==> src/rtl/fir_pkg.sv <==
// Shared sizing constants and FSM encoding for the FIR coefficient loader.
package fir_pkg;
    localparam int NUM_MODULE = 4;
    localparam int TAPS       = 10;
    localparam int ADDR_W     = 4;
    localparam int DATA_W     = 16;
    localparam int SEL_W      = $clog2(NUM_MODULE);

    typedef enum logic [1:0] {
        ST_IDLE = 2'd0,
        ST_LOAD = 2'd1,
        ST_RUN  = 2'd2
    } state_e;
endpackage

==> src/rtl/fir_coeff_loader_if.sv <==
// Host-side request/stream signals and the SRAM/MAC bus driven toward the module selector.
interface fir_coeff_loader_if;
    import fir_pkg::*;

    logic              iStart;
    logic              iCoeffValid;
    logic [DATA_W-1:0] iCoeff;
    logic              oCoeffReady;
    logic              iRun;
    logic [SEL_W-1:0]  iRunSel;
    logic [SEL_W-1:0]  oModuleSel;
    logic              oCsnRam;
    logic              oWrnRam;
    logic [ADDR_W-1:0] oAddrRam;
    logic [DATA_W-1:0] oWtDtRam;
    logic              oEnMAC;
    logic              oLoadDone;
    logic              oBusy;

    // master: host issuing requests; slave: the loader itself
    modport master (
        output iStart, iCoeffValid, iCoeff, iRun, iRunSel,
        input  oCoeffReady, oModuleSel, oCsnRam, oWrnRam, oAddrRam,
               oWtDtRam, oEnMAC, oLoadDone, oBusy
    );

    modport slave (
        input  iStart, iCoeffValid, iCoeff, iRun, iRunSel,
        output oCoeffReady, oModuleSel, oCsnRam, oWrnRam, oAddrRam,
               oWtDtRam, oEnMAC, oLoadDone, oBusy
    );
endinterface

==> src/rtl/tap_bank_counter.sv <==
// Wrapping tap counter that carries into a bank counter; last_o flags the final tap of the final bank.
module tap_bank_counter #(
    parameter int TAPS     = 10,
    parameter int NUM_BANK = 4,
    parameter int ADDR_W   = 4,
    parameter int BANK_W   = 2
) (
    input  logic              clk_i,
    input  logic              rst_i,
    input  logic              clr_i,
    input  logic              adv_i,
    output logic [ADDR_W-1:0] tap_o,
    output logic [BANK_W-1:0] bank_o,
    output logic              last_o
);
    logic [ADDR_W-1:0] tap_q, tap_d;
    logic [BANK_W-1:0] bank_q, bank_d;
    logic              tap_last, bank_last;

    assign tap_last  = (tap_q == ADDR_W'(TAPS - 1));
    assign bank_last = (bank_q == BANK_W'(NUM_BANK - 1));

    always_comb begin
        tap_d  = tap_q;
        bank_d = bank_q;
        if (clr_i) begin
            tap_d  = '0;
            bank_d = '0;
        end else if (adv_i) begin
            if (tap_last) begin
                tap_d  = '0;
                bank_d = bank_last ? '0 : bank_q + 1'b1;
            end else begin
                tap_d = tap_q + 1'b1;
            end
        end
    end

    always_ff @(posedge clk_i) begin
        if (rst_i) begin
            tap_q  <= '0;
            bank_q <= '0;
        end else begin
            tap_q  <= tap_d;
            bank_q <= bank_d;
        end
    end

    assign tap_o  = tap_q;
    assign bank_o = bank_q;
    assign last_o = tap_last && bank_last;
endmodule

==> src/rtl/fir_coeff_loader.sv <==
// Loads NUM_MODULE x TAPS coefficients in bank order, then sweeps reads + MAC enables on one bank.
//   state   | meaning
//   IDLE    | bus idle, waiting for iStart
//   LOAD    | accepting coefficient beats, one SRAM write per beat
//   RUN     | read sweep + MAC enable on iRunSel while iRun is high
module fir_coeff_loader
    import fir_pkg::*;
(
    input  logic               iClk,
    input  logic               iRst,
    fir_coeff_loader_if.slave  host
);
    state_e            state_q, state_d;
    logic [SEL_W-1:0]  sel_q, sel_d;
    logic              csn_q, csn_d;
    logic              wrn_q, wrn_d;
    logic [ADDR_W-1:0] addr_q, addr_d;
    logic [DATA_W-1:0] data_q, data_d;
    logic              en_q, en_d;
    logic              done_q, done_d;
    logic              busy_q, busy_d;

    logic              accept;
    logic              ld_clr, ld_adv, ld_last;
    logic [ADDR_W-1:0] ld_tap;
    logic [SEL_W-1:0]  ld_bank;
    logic              rd_clr, rd_adv;
    logic [ADDR_W-1:0] rd_addr;
    logic              rd_bank_unused, rd_last_unused;

    tap_bank_counter #(
        .TAPS(TAPS), .NUM_BANK(NUM_MODULE), .ADDR_W(ADDR_W), .BANK_W(SEL_W)
    ) u_load_cnt (
        .clk_i(iClk), .rst_i(iRst), .clr_i(ld_clr), .adv_i(ld_adv),
        .tap_o(ld_tap), .bank_o(ld_bank), .last_o(ld_last)
    );

    tap_bank_counter #(
        .TAPS(TAPS), .NUM_BANK(1), .ADDR_W(ADDR_W), .BANK_W(1)
    ) u_read_cnt (
        .clk_i(iClk), .rst_i(iRst), .clr_i(rd_clr), .adv_i(rd_adv),
        .tap_o(rd_addr), .bank_o(rd_bank_unused), .last_o(rd_last_unused)
    );

    assign host.oCoeffReady = (state_q == ST_LOAD);
    assign accept           = host.iCoeffValid && (state_q == ST_LOAD);

    always_comb begin
        state_d = state_q;
        sel_d   = sel_q;
        csn_d   = 1'b1;
        wrn_d   = 1'b1;
        addr_d  = addr_q;
        data_d  = data_q;
        en_d    = 1'b0;
        done_d  = 1'b0;
        ld_clr  = 1'b0;
        ld_adv  = 1'b0;
        rd_clr  = 1'b0;
        rd_adv  = 1'b0;
        case (state_q)
            ST_IDLE: begin
                sel_d  = '0;
                addr_d = '0;
                if (host.iStart) begin
                    state_d = ST_LOAD;
                    ld_clr  = 1'b1;
                    rd_clr  = 1'b1;
                end
            end
            ST_LOAD: begin
                if (accept) begin
                    csn_d  = 1'b0;
                    wrn_d  = 1'b0;
                    sel_d  = ld_bank;
                    addr_d = ld_tap;
                    data_d = host.iCoeff;
                    ld_adv = 1'b1;
                    if (ld_last) begin
                        done_d  = 1'b1;
                        state_d = ST_RUN;
                    end
                end
            end
            ST_RUN: begin
                // a reload request outranks the read sweep
                if (host.iStart) begin
                    state_d = ST_LOAD;
                    ld_clr  = 1'b1;
                    rd_clr  = 1'b1;
                    sel_d   = '0;
                    addr_d  = '0;
                end else if (host.iRun) begin
                    csn_d  = 1'b0;
                    en_d   = 1'b1;
                    sel_d  = host.iRunSel;
                    addr_d = rd_addr;
                    rd_adv = 1'b1;
                end
            end
            default: state_d = ST_IDLE;
        endcase
        busy_d = (state_d == ST_LOAD);
    end

    always_ff @(posedge iClk) begin
        if (iRst) begin
            state_q <= ST_IDLE;
            sel_q   <= '0;
            csn_q   <= 1'b1;
            wrn_q   <= 1'b1;
            addr_q  <= '0;
            data_q  <= '0;
            en_q    <= 1'b0;
            done_q  <= 1'b0;
            busy_q  <= 1'b0;
        end else begin
            state_q <= state_d;
            sel_q   <= sel_d;
            csn_q   <= csn_d;
            wrn_q   <= wrn_d;
            addr_q  <= addr_d;
            data_q  <= data_d;
            en_q    <= en_d;
            done_q  <= done_d;
            busy_q  <= busy_d;
        end
    end

    assign host.oModuleSel = sel_q;
    assign host.oCsnRam    = csn_q;
    assign host.oWrnRam    = wrn_q;
    assign host.oAddrRam   = addr_q;
    assign host.oWtDtRam   = data_q;
    assign host.oEnMAC     = en_q;
    assign host.oLoadDone  = done_q;
    assign host.oBusy      = busy_q;
endmodule

==> src/flat_wrapper.sv <==
// flat-port wrapper written by rule: the top's interface ports become plain ports
module fir_coeff_loader_flat import fir_pkg::*;
  (iClk, iRst, host_iStart, host_iCoeffValid, host_iCoeff, host_iRun, host_iRunSel, host_oCoeffReady, host_oModuleSel, host_oCsnRam, host_oWrnRam, host_oAddrRam, host_oWtDtRam, host_oEnMAC, host_oLoadDone, host_oBusy);
  fir_coeff_loader_if host_i ();
  input  logic iClk;
  input  logic iRst;
  input wire logic [$bits(host_i.iStart)-1:0] host_iStart;
  input wire logic [$bits(host_i.iCoeffValid)-1:0] host_iCoeffValid;
  input wire logic [$bits(host_i.iCoeff)-1:0] host_iCoeff;
  input wire logic [$bits(host_i.iRun)-1:0] host_iRun;
  input wire logic [$bits(host_i.iRunSel)-1:0] host_iRunSel;
  output wire logic [$bits(host_i.oCoeffReady)-1:0] host_oCoeffReady;
  output wire logic [$bits(host_i.oModuleSel)-1:0] host_oModuleSel;
  output wire logic [$bits(host_i.oCsnRam)-1:0] host_oCsnRam;
  output wire logic [$bits(host_i.oWrnRam)-1:0] host_oWrnRam;
  output wire logic [$bits(host_i.oAddrRam)-1:0] host_oAddrRam;
  output wire logic [$bits(host_i.oWtDtRam)-1:0] host_oWtDtRam;
  output wire logic [$bits(host_i.oEnMAC)-1:0] host_oEnMAC;
  output wire logic [$bits(host_i.oLoadDone)-1:0] host_oLoadDone;
  output wire logic [$bits(host_i.oBusy)-1:0] host_oBusy;
  assign host_i.iStart = host_iStart;
  assign host_i.iCoeffValid = host_iCoeffValid;
  assign host_i.iCoeff = host_iCoeff;
  assign host_i.iRun = host_iRun;
  assign host_i.iRunSel = host_iRunSel;
  assign host_oCoeffReady = host_i.oCoeffReady;
  assign host_oModuleSel = host_i.oModuleSel;
  assign host_oCsnRam = host_i.oCsnRam;
  assign host_oWrnRam = host_i.oWrnRam;
  assign host_oAddrRam = host_i.oAddrRam;
  assign host_oWtDtRam = host_i.oWtDtRam;
  assign host_oEnMAC = host_i.oEnMAC;
  assign host_oLoadDone = host_i.oLoadDone;
  assign host_oBusy = host_i.oBusy;
  fir_coeff_loader u_core (.iClk(iClk), .iRst(iRst), .host(host_i));
endmodule
==> config.mk <==
export PLATFORM = sky130hd
export DESIGN_NAME = fir_coeff_loader_flat
export DESIGN_NICKNAME = d
export VERILOG_FILES = /design/src/rtl/fir_pkg.sv /design/src/rtl/fir_coeff_loader_if.sv /design/src/rtl/tap_bank_counter.sv /design/src/rtl/fir_coeff_loader.sv /design/src/flat_wrapper.sv
export SDC_FILE = /design/constraint.sdc
export NUM_CORES = 1
export LEC_CHECK = 0
export CAP_MARGIN = 10
export CORE_ASPECT_RATIO = 0.8
export CORE_MARGIN = 4
export CORE_UTILIZATION = 46
export CTS_BUF_LIST = sky130_fd_sc_hd__clkbuf_8
export DETAILED_ROUTE_END_ITERATION = 10
export GPL_TIMING_DRIVEN = 0
export PLACE_DENSITY_LB_ADDON = 0.05
export SYNTH_ARGS = -nofsm -noshare
export SYNTH_HDL_FRONTEND = slang
export SYNTH_SLANG_ARGS = --single-unit
==> constraint.sdc <==
create_clock -name iClk -period 2.1 [get_ports iClk]
set_clock_uncertainty 0.2 [all_clocks]
set_input_delay 0.525 -clock iClk [delete_from_list [all_inputs] [get_ports iClk]]
set_output_delay 0.525 -clock iClk [all_outputs]
set_load 0.03 [all_outputs]
Yosys cells after proc, flatten, opt, wreduce, memory -nomap -nowiden
Index checks and enable logic that the tools add are counted.
{ "word_totals": {"reg_bits": 39, "input_bits": 23} }
{ "classes": {"n_eq_ne": 8, "add_sub_neg": 3, "muxes": 27, "n_bitwise": 2, "n_reduce_logical": 11} }
{ "op_table": {"columns": ["cell", "count"], "rows": [
  ["4-bit two-way mux", 5],
  ["2-bit two-way mux", 7],
  ["4-bit case mux with 3 select lines", 1],
  ["1-bit two-way mux", 11],
  ["4-bit by 1-bit adder with 4-bit output (second input constant)", 2],
  ["4-bit equality test (second input constant)", 2],
  ["2-bit case mux with 3 select lines", 1],
  ["2-bit OR reduction", 3],
  ["2-bit by 1-bit equality test with 1-bit output (second input constant)", 2],
  ["2-bit equality test (second input constant)", 2],
  ["2-bit case mux with 2 select lines", 1],
  ["2-bit AND reduction", 2],
  ["3-bit inequality test (second input constant)", 1],
  ["3-bit AND reduction", 1],
  ["3-bit nonzero test", 1],
  ["3-bit OR reduction", 1],
  ["2-bit by 1-bit adder with 2-bit output (second input constant)", 1],
  ["1-bit logical AND", 2],
  ["2-bit zero test", 1],
  ["2-bit by 1-bit inequality test with 1-bit output (second input constant)", 1],
  ["1-bit NOT", 2],
  ["1-bit case mux with 2 select lines", 1]
]} }

Longest topological paths before layout
Gate-level depths: netlist of run 1.
{ "depth": {"word_depth": 6, "ltp_mapped": 8} }

Modules after synthesis
Synthesis of run 1 repeated with hierarchy kept, for this count alone.
{ "hier_totals": {"hier_cells": 193, "hier_area_um2": 1689.1} }
{ "modules_own_cells": {"columns": ["module", "area_each_um2", "n_inst", "cells_per_inst"], "rows": [
  ["fir_coeff_loader", 1187.4, 1, 138],
  ["tap_bank_counter (u_core.u_load_cnt)", 297.8, 1, 33],
  ["tap_bank_counter (u_core.u_read_cnt)", 203.9, 1, 22]
]} }

Worst setup path before layout of run 1
No wires, ideal clock.
{ "synth_timing": {"path_type": "reg-to-reg", "startpoint": "reg u_core.state_q[1]", "endpoint": "reg u_core.addr_q[1], in the netlist u_core.host.oAddrRam[1]", "arrival_ps": 1631, "path_buffers": 1, "required_ps": 1772, "synth_period_minus_slack_ps": 1959, "stages_incl_launch_ff": 8, "path_slack_ps": 141, "cell_sequence": "dfxtp_1 inv_1 ha_1 or2b_1 or3b_1 buf_2 a22oi_1 nor2_1"} }
{ "synth_between": {"elab_chain_cells": 4} }
{ "synth_rtl": {"columns": ["item", "line", "rtl"], "rows": [
  ["from (decl)", "fir_coeff_loader.sv:13", "state_e state_q, state_d;"],
  ["from (signal assigned)", "fir_coeff_loader.sv:118", "state_q <= state_d;"],
  ["2-bit by 1-bit equality test with 1-bit output *", null, null],
  ["via host_oCoeffReady", "flat_wrapper.sv:12", "output wire logic [$bits(host_i.oCoeffReady)-1:0] host_oCoeffReady;"],
  ["1-bit logical AND", "fir_coeff_loader.sv:46", "assign accept = host.iCoeffValid && (state_q == ST_LOAD);"],
  ["2-bit by 1-bit inequality test with 1-bit output (no source line)", null, null],
  ["3-bit AND reduction (no source line)", null, null],
  ["to (signal assigned)", "fir_coeff_loader.sv:122", "addr_q <= addr_d;"],
  ["to (decl)", "fir_coeff_loader.sv:17", "logic [ADDR_W-1:0] addr_q, addr_d;"]
]} }
The timed path passes the listed nets; every way through them passes the cells marked *.
A chain may end at the register's enable or synchronous reset.

Worst setup path in the final report of run 1
{ "layout_timing": {"startpoint": "reg u_core.addr_q[2], in the netlist u_core.host.oAddrRam[2]", "endpoint": "out host_oAddrRam[2]"} }
{ "layout_lines": {"columns": ["item", "line", "rtl"], "rows": [
  ["to (decl)", "flat_wrapper.sv:16", "output wire logic [$bits(host_i.oAddrRam)-1:0] host_oAddrRam;"]
]} }
No word-level cell between the ends.

==> out/summary.md, run 1 <==
The flow ran to the end, and the final reports show no timing, DRC or antenna violations. For this run, the share of the core covered by cells in the final layout is 69.5%. Buffers added to address setup during post-CTS repair amount to 0. For the pin with the worst max-slew slack, the measured transition is 0.520 ns. STA puts the critical path data arrival time at 1.32 ns. The wire-length estimate of the detail-placed layout is 3000 um. Total wire length after detailed routing: 3860 um. The detailed router finished its first iteration with 64 violations. In this run the number of H-tree levels came out at 2.

Of the available clock period, the critical path in the final layout requires 97.6%. Once layout is done, the placed cells without fillers occupy 2240 um2. The worst-case clock buffer depth came out at 2. The placed instances occupy a cell area of 2160 um2. The number of buffers and inverters on the critical path was 1; the number of flops mapped to enable cells by yosys was 0.

The run gives 1 as the number of instances resized during post-cts repair. The min-delay analysis places its worst path in the category flip-flop to flip-flop. The cell area that synthesis handed to floorplanning was 1610 um2. After detailed routing, the number of vias per cell comes to 5.34. The worst-case IR drop observed on VDD is 0.542 mV. Summed negative setup slack over all endpoints: 0 ns.

The slowest stage of the critical path belongs to the cell sky130_fd_sc_hd__clkdlybuf4s50_1. Relative to the synthesized area, the layout overhead comes to 39.1%. The tools report the upper clock frequency limit as 488 MHz. Among all flip-flop cells after synthesis, the most frequent one is sky130_fd_sc_hd__dfxtp_1. The tools report the category of the worst setup path capture point as a primary output.

For this run, the detailed router's first-pass iteration total came to 4. The global placement routability congestion is 0.817. The flip-flop and latch count after synthesis is 39. The run gives 3220 um2 as the core footprint. During synthesis, Yosys emitted a total of 0 warnings. In the global route stage, overall resource usage came out at 18.0%. The run gives 51 as the number of primary I/O pins. The clock reaches the later pin of the worst-skew pair after 0.29 ns. In the synthesized netlist, the number of instances is 183. The wire length of the first global-routing pass was 6030 um. The worst path in the final design needs a cycle of 2.05 ns, including I/O delays and setup. The number of library cell types mapped by synthesis was 33. The vertical extent of the die came out at 60.9 um. Total congestion overflow after global routing: 0. Each instance of the synthesized netlist takes up on average 8.80 um2.

The tool flagged a number of max-cap violations equal to 0. The logs give 1.46 mW for the power consumption and 39 for the number of sinks handled by clock tree synthesis. The run gives 1,362 as the number of global-route vias before repair. Hold repair after CTS inserted 0 buffers. The run gives 0 as the initial antenna violation count.

In the final routed layout, each cell accounts on average for 13.8 um. The routed layout has 1,494 vias. The starting density of the core is 50.0%, and the post-synth net total is 211. Of all flip-flops after synthesis, the portion carrying an async set or reset was 0%.

The run gives 1.37 ns as the data required time of the worst path. The total inserted antenna cells was 0. The share of the Yosys chip area taken by registers is 48.5%. The worst hold slack came out at 0.253 ns. For the total count of max-transition violations in the final report, the log shows 0.

Dividing total power by cell area gives a power density of 651 nW/um2. In this run the tightest slew margin relative to its limit is 65.3%. Detailed-route DRC error count: 0. Entering global routing, the biggest net connects 12 pins.

Cells with a size suffix above 1 make up 7.92% of the layout. The number of hold violations in the final report is 0. Walking the worst path, the cells encountered are clkdlybuf4s50_1. Family with the most delay on the worst path: buffers and inverters.

In this run the static leakage power is 0.819 nW. The critical path is of the flip-flop to primary output type. The port buffer count came out at 50. TritonCTS built the clock tree. The die covers 4520 um2.

In this run the worst path has a maximum fanout of 2. The logs give 5 for the clock buffer count from CTS and 0 for the residual antenna-violating net count after detailed routing. The horizontal die dimension came out at 74.2 um. The clock slew at the register clock pins of the worst setup and hold paths was 0.07 ns; the number of setup violations in the final report was 0. The worst setup path is launched from a flip-flop.

The floorplan row count was 18. The clock root buffer was sky130_fd_sc_hd__clkbuf_8. On the worst path, the slowest cell contributes a delay of 0.68 ns.

The tools report the final-stage net count as 267.
[metal layers]
layer / routed length, um / up-vias / GRT usage (%)
met5: 0 / - / 0
met4: 56 / 0 / 6.98
met3: 251 / 7 / 6.13
met2: 1880 / 44 / 30.7
met1: 1670 / 706 / 21.1
li1: - / 737 / -
[where the power goes]
group / internal (mW) / switching [mW] / total, mW
sequential: 0.760 / 0.0109 / 0.771
clock: 0.223 / 0.248 / 0.471
combinational: 0.0982 / 0.119 / 0.217
[placed cells by master, fill, tap and decap left out, types with 2 or more instances in the layout]
| master | count |
|---|---|
| sky130_fd_sc_hd__xor2_1 | 3 |
| sky130_fd_sc_hd__ha_1 | 4 |
| sky130_fd_sc_hd__clkbuf_8 | 5 |
| sky130_fd_sc_hd__nor3b_1 | 3 |
| sky130_fd_sc_hd__nand2_1 | 35 |
| sky130_fd_sc_hd__a21oi_1 | 21 |
| sky130_fd_sc_hd__buf_4 | 2 |
| sky130_fd_sc_hd__a22oi_1 | 6 |
| sky130_fd_sc_hd__buf_2 | 3 |
| sky130_fd_sc_hd__nor2b_1 | 4 |
| sky130_fd_sc_hd__clkdlybuf4s50_1 | 48 |
| sky130_fd_sc_hd__nand3_1 | 2 |
| sky130_fd_sc_hd__o21ai_0 | 5 |
| sky130_fd_sc_hd__nor2_1 | 19 |
| sky130_fd_sc_hd__nand2b_1 | 3 |
| sky130_fd_sc_hd__a22o_1 | 7 |
| sky130_fd_sc_hd__inv_1 | 4 |
| sky130_fd_sc_hd__dfxtp_1 | 38 |
| sky130_fd_sc_hd__nor3_1 | 3 |
| sky130_fd_sc_hd__mux2i_1 | 2 |
| sky130_fd_sc_hd__clkbuf_1 | 4 |
[logic make-up after synthesis]
kind of cell               after synthesis  synth area share, %
DFF                                     39                 48.5
adders and majority gates                5                 3.89
xor gates and xnor gates                 4                 2.18
buffers and inverters                   12                 3.50
and+or+nand+nor                         79                 24.5
AOI/OAI and AO/OA                       42                 16.2
muxes                                    2                 1.24
[per-stage QoR]
stage / worst slack (ns) / cells
global placement: -0.181 / 273
global route: -0.00239 / 280
floorplan: 0.141 / 183
CTS: 0.00462 / 281
finish: 0.0511 / 280
detailed placement: -0.218 / 273
[final timing paths]
kind	from	endpoint	slack [ns]	depth (start not counted)
worst max-delay path	u_core.host.oAddrRam[2]$_SDFFE_PP0P_	host_oAddrRam[2]	0.05	1
worst min register to register	u_core.host.oWtDtRam[5]$_SDFFE_PP0P_	u_core.host.oWtDtRam[5]$_SDFFE_PP0P_	0.25	2
worst min-delay path	u_core.host.oWtDtRam[5]$_SDFFE_PP0P_	u_core.host.oWtDtRam[5]$_SDFFE_PP0P_	0.25	2
worst max register to register	u_core.state_q[0]$_SDFF_PP0_	u_core.host.oAddrRam[1]$_SDFFE_PP0P_	0.12	7
[flip-flops by register name, indices dropped and copies added (netlist names)]
signal	count
u_core.host.oAddrRam	4
u_core.host.oBusy	1
u_core.host.oCsnRam	1
u_core.host.oEnMAC	1
u_core.host.oLoadDone	1
u_core.host.oModuleSel	2
u_core.host.oWrnRam	1
u_core.host.oWtDtRam	16
u_core.state_q	2
u_core.u_load_cnt.bank_o	2
u_core.u_load_cnt.tap_o	4
u_core.u_read_cnt.tap_o	4
[cells in the mapped netlist (2+ instances only)]
| cell type | n | share of area, % |
|---|---|---|
| sky130_fd_sc_hd__dfxtp_1 | 39 | 48 |
| sky130_fd_sc_hd__nand2_1 | 35 | 8.2 |
| sky130_fd_sc_hd__a21oi_1 | 21 | 6.5 |
| sky130_fd_sc_hd__nor2_1 | 19 | 4.4 |
| sky130_fd_sc_hd__a22o_1 | 7 | 3.8 |
| sky130_fd_sc_hd__a22oi_1 | 6 | 2.8 |
| sky130_fd_sc_hd__clkbuf_1 | 5 | 1.2 |
| sky130_fd_sc_hd__ha_1 | 5 | 3.9 |
| sky130_fd_sc_hd__o21ai_0 | 5 | 1.6 |
| sky130_fd_sc_hd__nor2b_1 | 4 | 1.6 |
| sky130_fd_sc_hd__buf_2 | 3 | 0.93 |
| sky130_fd_sc_hd__nand2b_1 | 3 | 1.2 |
| sky130_fd_sc_hd__nor3_1 | 3 | 0.93 |
| sky130_fd_sc_hd__nor3b_1 | 3 | 1.4 |
| sky130_fd_sc_hd__xor2_1 | 3 | 1.6 |
| sky130_fd_sc_hd__buf_4 | 2 | 0.93 |
| sky130_fd_sc_hd__inv_1 | 2 | 0.47 |
| sky130_fd_sc_hd__mux2i_1 | 2 | 1.2 |
| sky130_fd_sc_hd__nand3_1 | 2 | 0.62 |
[final cells by class]
cell class,instances,area (um2)
Timing Repair Buffer,50,498
Buffer,9,45.0
Fill cell,252,981
Multi-Input combinational cell,132,776
Sequential cell,39,782
Inverter,2,7.51
Clock buffer,5,68.8
Clock inverter,3,12.5
Tap cell,40,50.0
Note: power is estimated with default switching activity, not from simulation.
==> inputs of run 2 (changes only) <==
--- a/config.mk
+++ b/config.mk
@@ -8,7 +8,7 @@
 export CAP_MARGIN = 10
 export CORE_ASPECT_RATIO = 0.8
 export CORE_MARGIN = 4
-export CORE_UTILIZATION = 46
+export CORE_UTILIZATION = 42
 export CTS_BUF_LIST = sky130_fd_sc_hd__clkbuf_8
 export DETAILED_ROUTE_END_ITERATION = 10
 export GPL_TIMING_DRIVEN = 0
==> out/summary.md, run 2 (synthesis results as in run 1) <==
The tools report the insertion delay of the later-clocked pin in the worst-skew pair as 0.28 ns. Across the run, the number of max-cap violations was 0. The flow ran to the end, and the final reports show no timing, DRC or antenna violations.

The final clock period utilization by the worst path came out at 97.4%. Counting along the longest clock path gives a buffer depth of 2. For the number of primary I/O pins, the log shows 51. The element type at the critical path start was a flip-flop. Once routing completed, OpenROAD measured the worst setup slack at 0.0545 ns. For the peak ir drop on the vdd network, the log shows 0.512 mV. The library cells used most frequently in the layout, excluding fill and tap cells, are sky130_fd_sc_hd__clkdlybuf4s50_1 (46), sky130_fd_sc_hd__dfxtp_1 (37), sky130_fd_sc_hd__nand2_1 (35), sky130_fd_sc_hd__a21oi_1 (21), sky130_fd_sc_hd__nor2_1 (19).

Measured along the y axis, the die boundary spans 63.4 um. For this block, the via count after detailed routing is 1,464. The tools report the total count of max-transition violations in the final report as 0. The number of setup violations in the final report was 0; the endpoint arrival time on the critical path was 1.32 ns.

Cells fill 63.0% of the core in the end. The largest driver fanout on the critical path is 2. In this run the tightest slew margin relative to its limit is 69.7%.

The power density relative to cell area was 640 nW/um2. Hold repair after CTS inserted 0 buffers. Floorplan row count: 19. The tools report the number of H-tree branching levels as 2. For the total inserted antenna cells, the log shows 0. The critical path start-end classification was flip-flop to primary output. The time the worst path needs with I/O delays and setup was 2.05 ns.

The starting density of the core was 45.2%. Cell with the largest stage delay on the worst path: sky130_fd_sc_hd__clkdlybuf4s50_1. The area of the die is 4890 um2. The detail route stage leaves a number of antenna-violating nets equal to 0. The final layout contains 268 nets. The post-route netlist has 8.79% of its cells at a drive strength greater than 1.

The critical path goes through clkdlybuf4s50_1. STA classifies the critical path endpoint as a primary output. Clock-pin slew was measured on the worst setup and hold paths at 0.07 ns.

The family with the most delay on the worst path is buffers and inverters. Data on the critical path is required at its endpoint by 1.37 ns. In the final routed layout, each cell accounts on average for 14.0 um. Clock tree synthesis inserted a total of 5 buffers. The run gives 0 as the number of hold violations in the final report. The library cell used most frequently in the layout, excluding fill and tap cells, is sky130_fd_sc_hd__clkdlybuf4s50_1.

The initial antenna violation count is 0, and the upper clock frequency limit is 489 MHz. The number of buffers and inverters on the critical path was 1. The tools report the iteration-0 DRC count of the detailed router as 85. Setup repair after global routing left no endpoint under its margin.

For the pin with the worst max-slew slack, the measured transition is 0.454 ns. In this run the tool buffered the top-level ports with 50 buffer cells. The first detailed-routing pass ran for 4 iterations.

The analysis attributes to cell leakage a power of 0.831 nW. TritonCTS built the clock tree. The worst hold-check path type is flip-flop to flip-flop.

The logs give 1,431 for the number of global-route vias before repair and 3570 um2 for the core footprint. The horizontal die dimension was 77.2 um; the minimum setup slack after placement was -0.211 ns. The flip-flop count of the largest register, all copies and words added is 16, and the detailed placement HPWL is 2990 um. Summed over all layers, the global routing overflow is 0. In this run the clock root is driven by a sky130_fd_sc_hd__clkbuf_8. Routability-driven placement finished with a final weighted congestion of 0.805. The first global-routing pass estimated 6640 um of wire. The logs give 39 for the number of sinks handled by clock tree synthesis and 11 for the maximum number of pins on one net before global-route repair. Global routing consumed, over all layers together, 16.9% of the routing resources. The power consumption is 1.44 mW. The vias per cell is 5.21, and the detailed-route DRC error count is 0. The area growth from synthesis to final layout works out to 39.5%. The tools report the total wire length after detailed routing as 3950 um. Stage delay of the slowest cell on the critical path: 0.68 ns.
## run 2: changes by cell type in the layout (fill, tap and decap cells not counted), sizes merged
| cell | before | now |
|---|---|---|
| clkdlybuf4s50 | 48 | 46 |
| dlymetal6s2s | 1 | 3 |
| clkbuf | 10 | 11 |
| clkinv | 1 | 0 |
| inv | 4 | 3 |
## run 2: layout make-up
class	instances	area [um2]
flip-flops and latches	39	783
clock inverters	1	3.75
well taps	42	52.6
plain buffers	10	50.0
repair buffers	50	503
multi-input cells	132	778
clock buffers	5	68.8
fillers	300	1320
inverters	2	7.51
## run 2: stage by stage
stage | cell area, um2 | std cells | TNS, ns | hold slack (ns)
final | 2250 | 281 | 0 | 0.256
after detailed placement | 2160 | 275 | -2.86 | 0.252
after CTS | 2240 | 281 | 0 | 0.263
after global placement | 2160 | 275 | -2.26 | 0.242
after floorplan | 1610 | 183 | 0 | 0.275
after global routing | 2250 | 281 | 0 | 0.279
## run 2: worst paths after layout
kind / start / end / slack (ns) / cells past startpoint
setup / recovery: u_core.host.oModuleSel[0]$_SDFFE_PP0P_ / host_oModuleSel[0] / 0.05 / 1
hold reg to reg: u_core.host.oWtDtRam[15]$_SDFFE_PP0P_ / u_core.host.oWtDtRam[15]$_SDFFE_PP0P_ / 0.26 / 2
hold / removal: u_core.host.oWtDtRam[15]$_SDFFE_PP0P_ / u_core.host.oWtDtRam[15]$_SDFFE_PP0P_ / 0.26 / 2
setup reg to reg: u_core.state_q[1]$_SDFF_PP0_ / u_core.host.oAddrRam[2]$_SDFFE_PP0P_ / 0.17 / 7
## run 2: repair_timing
item,in CTS,in global routing
resized for setup,2,10
hold endpoints to repair,0,0
setup buffers,0,0
endpoints found under the setup margin,1,17
## run 2: metal layers
layer / GRT usage [%] / vias up / wire length (um)
li1: - / 736 / -
met1: 20.7 / 688 / 1820
met2: 28.2 / 35 / 1850
met3: 5.56 / 5 / 229
met4: 4.67 / 0 / 43
met5: 0 / - / 0
## run 2: power breakdown
part | internal, mW | switching (mW) | leakage (nW) | total, mW
Combinational | 0.0989 | 0.119 | 0.473 | 0.218
Sequential | 0.761 | 0.0110 | 0.317 | 0.772
Clock | 0.216 | 0.232 | 0.0413 | 0.449
Total | 1.08 | 0.362 | 0.831 | 1.44
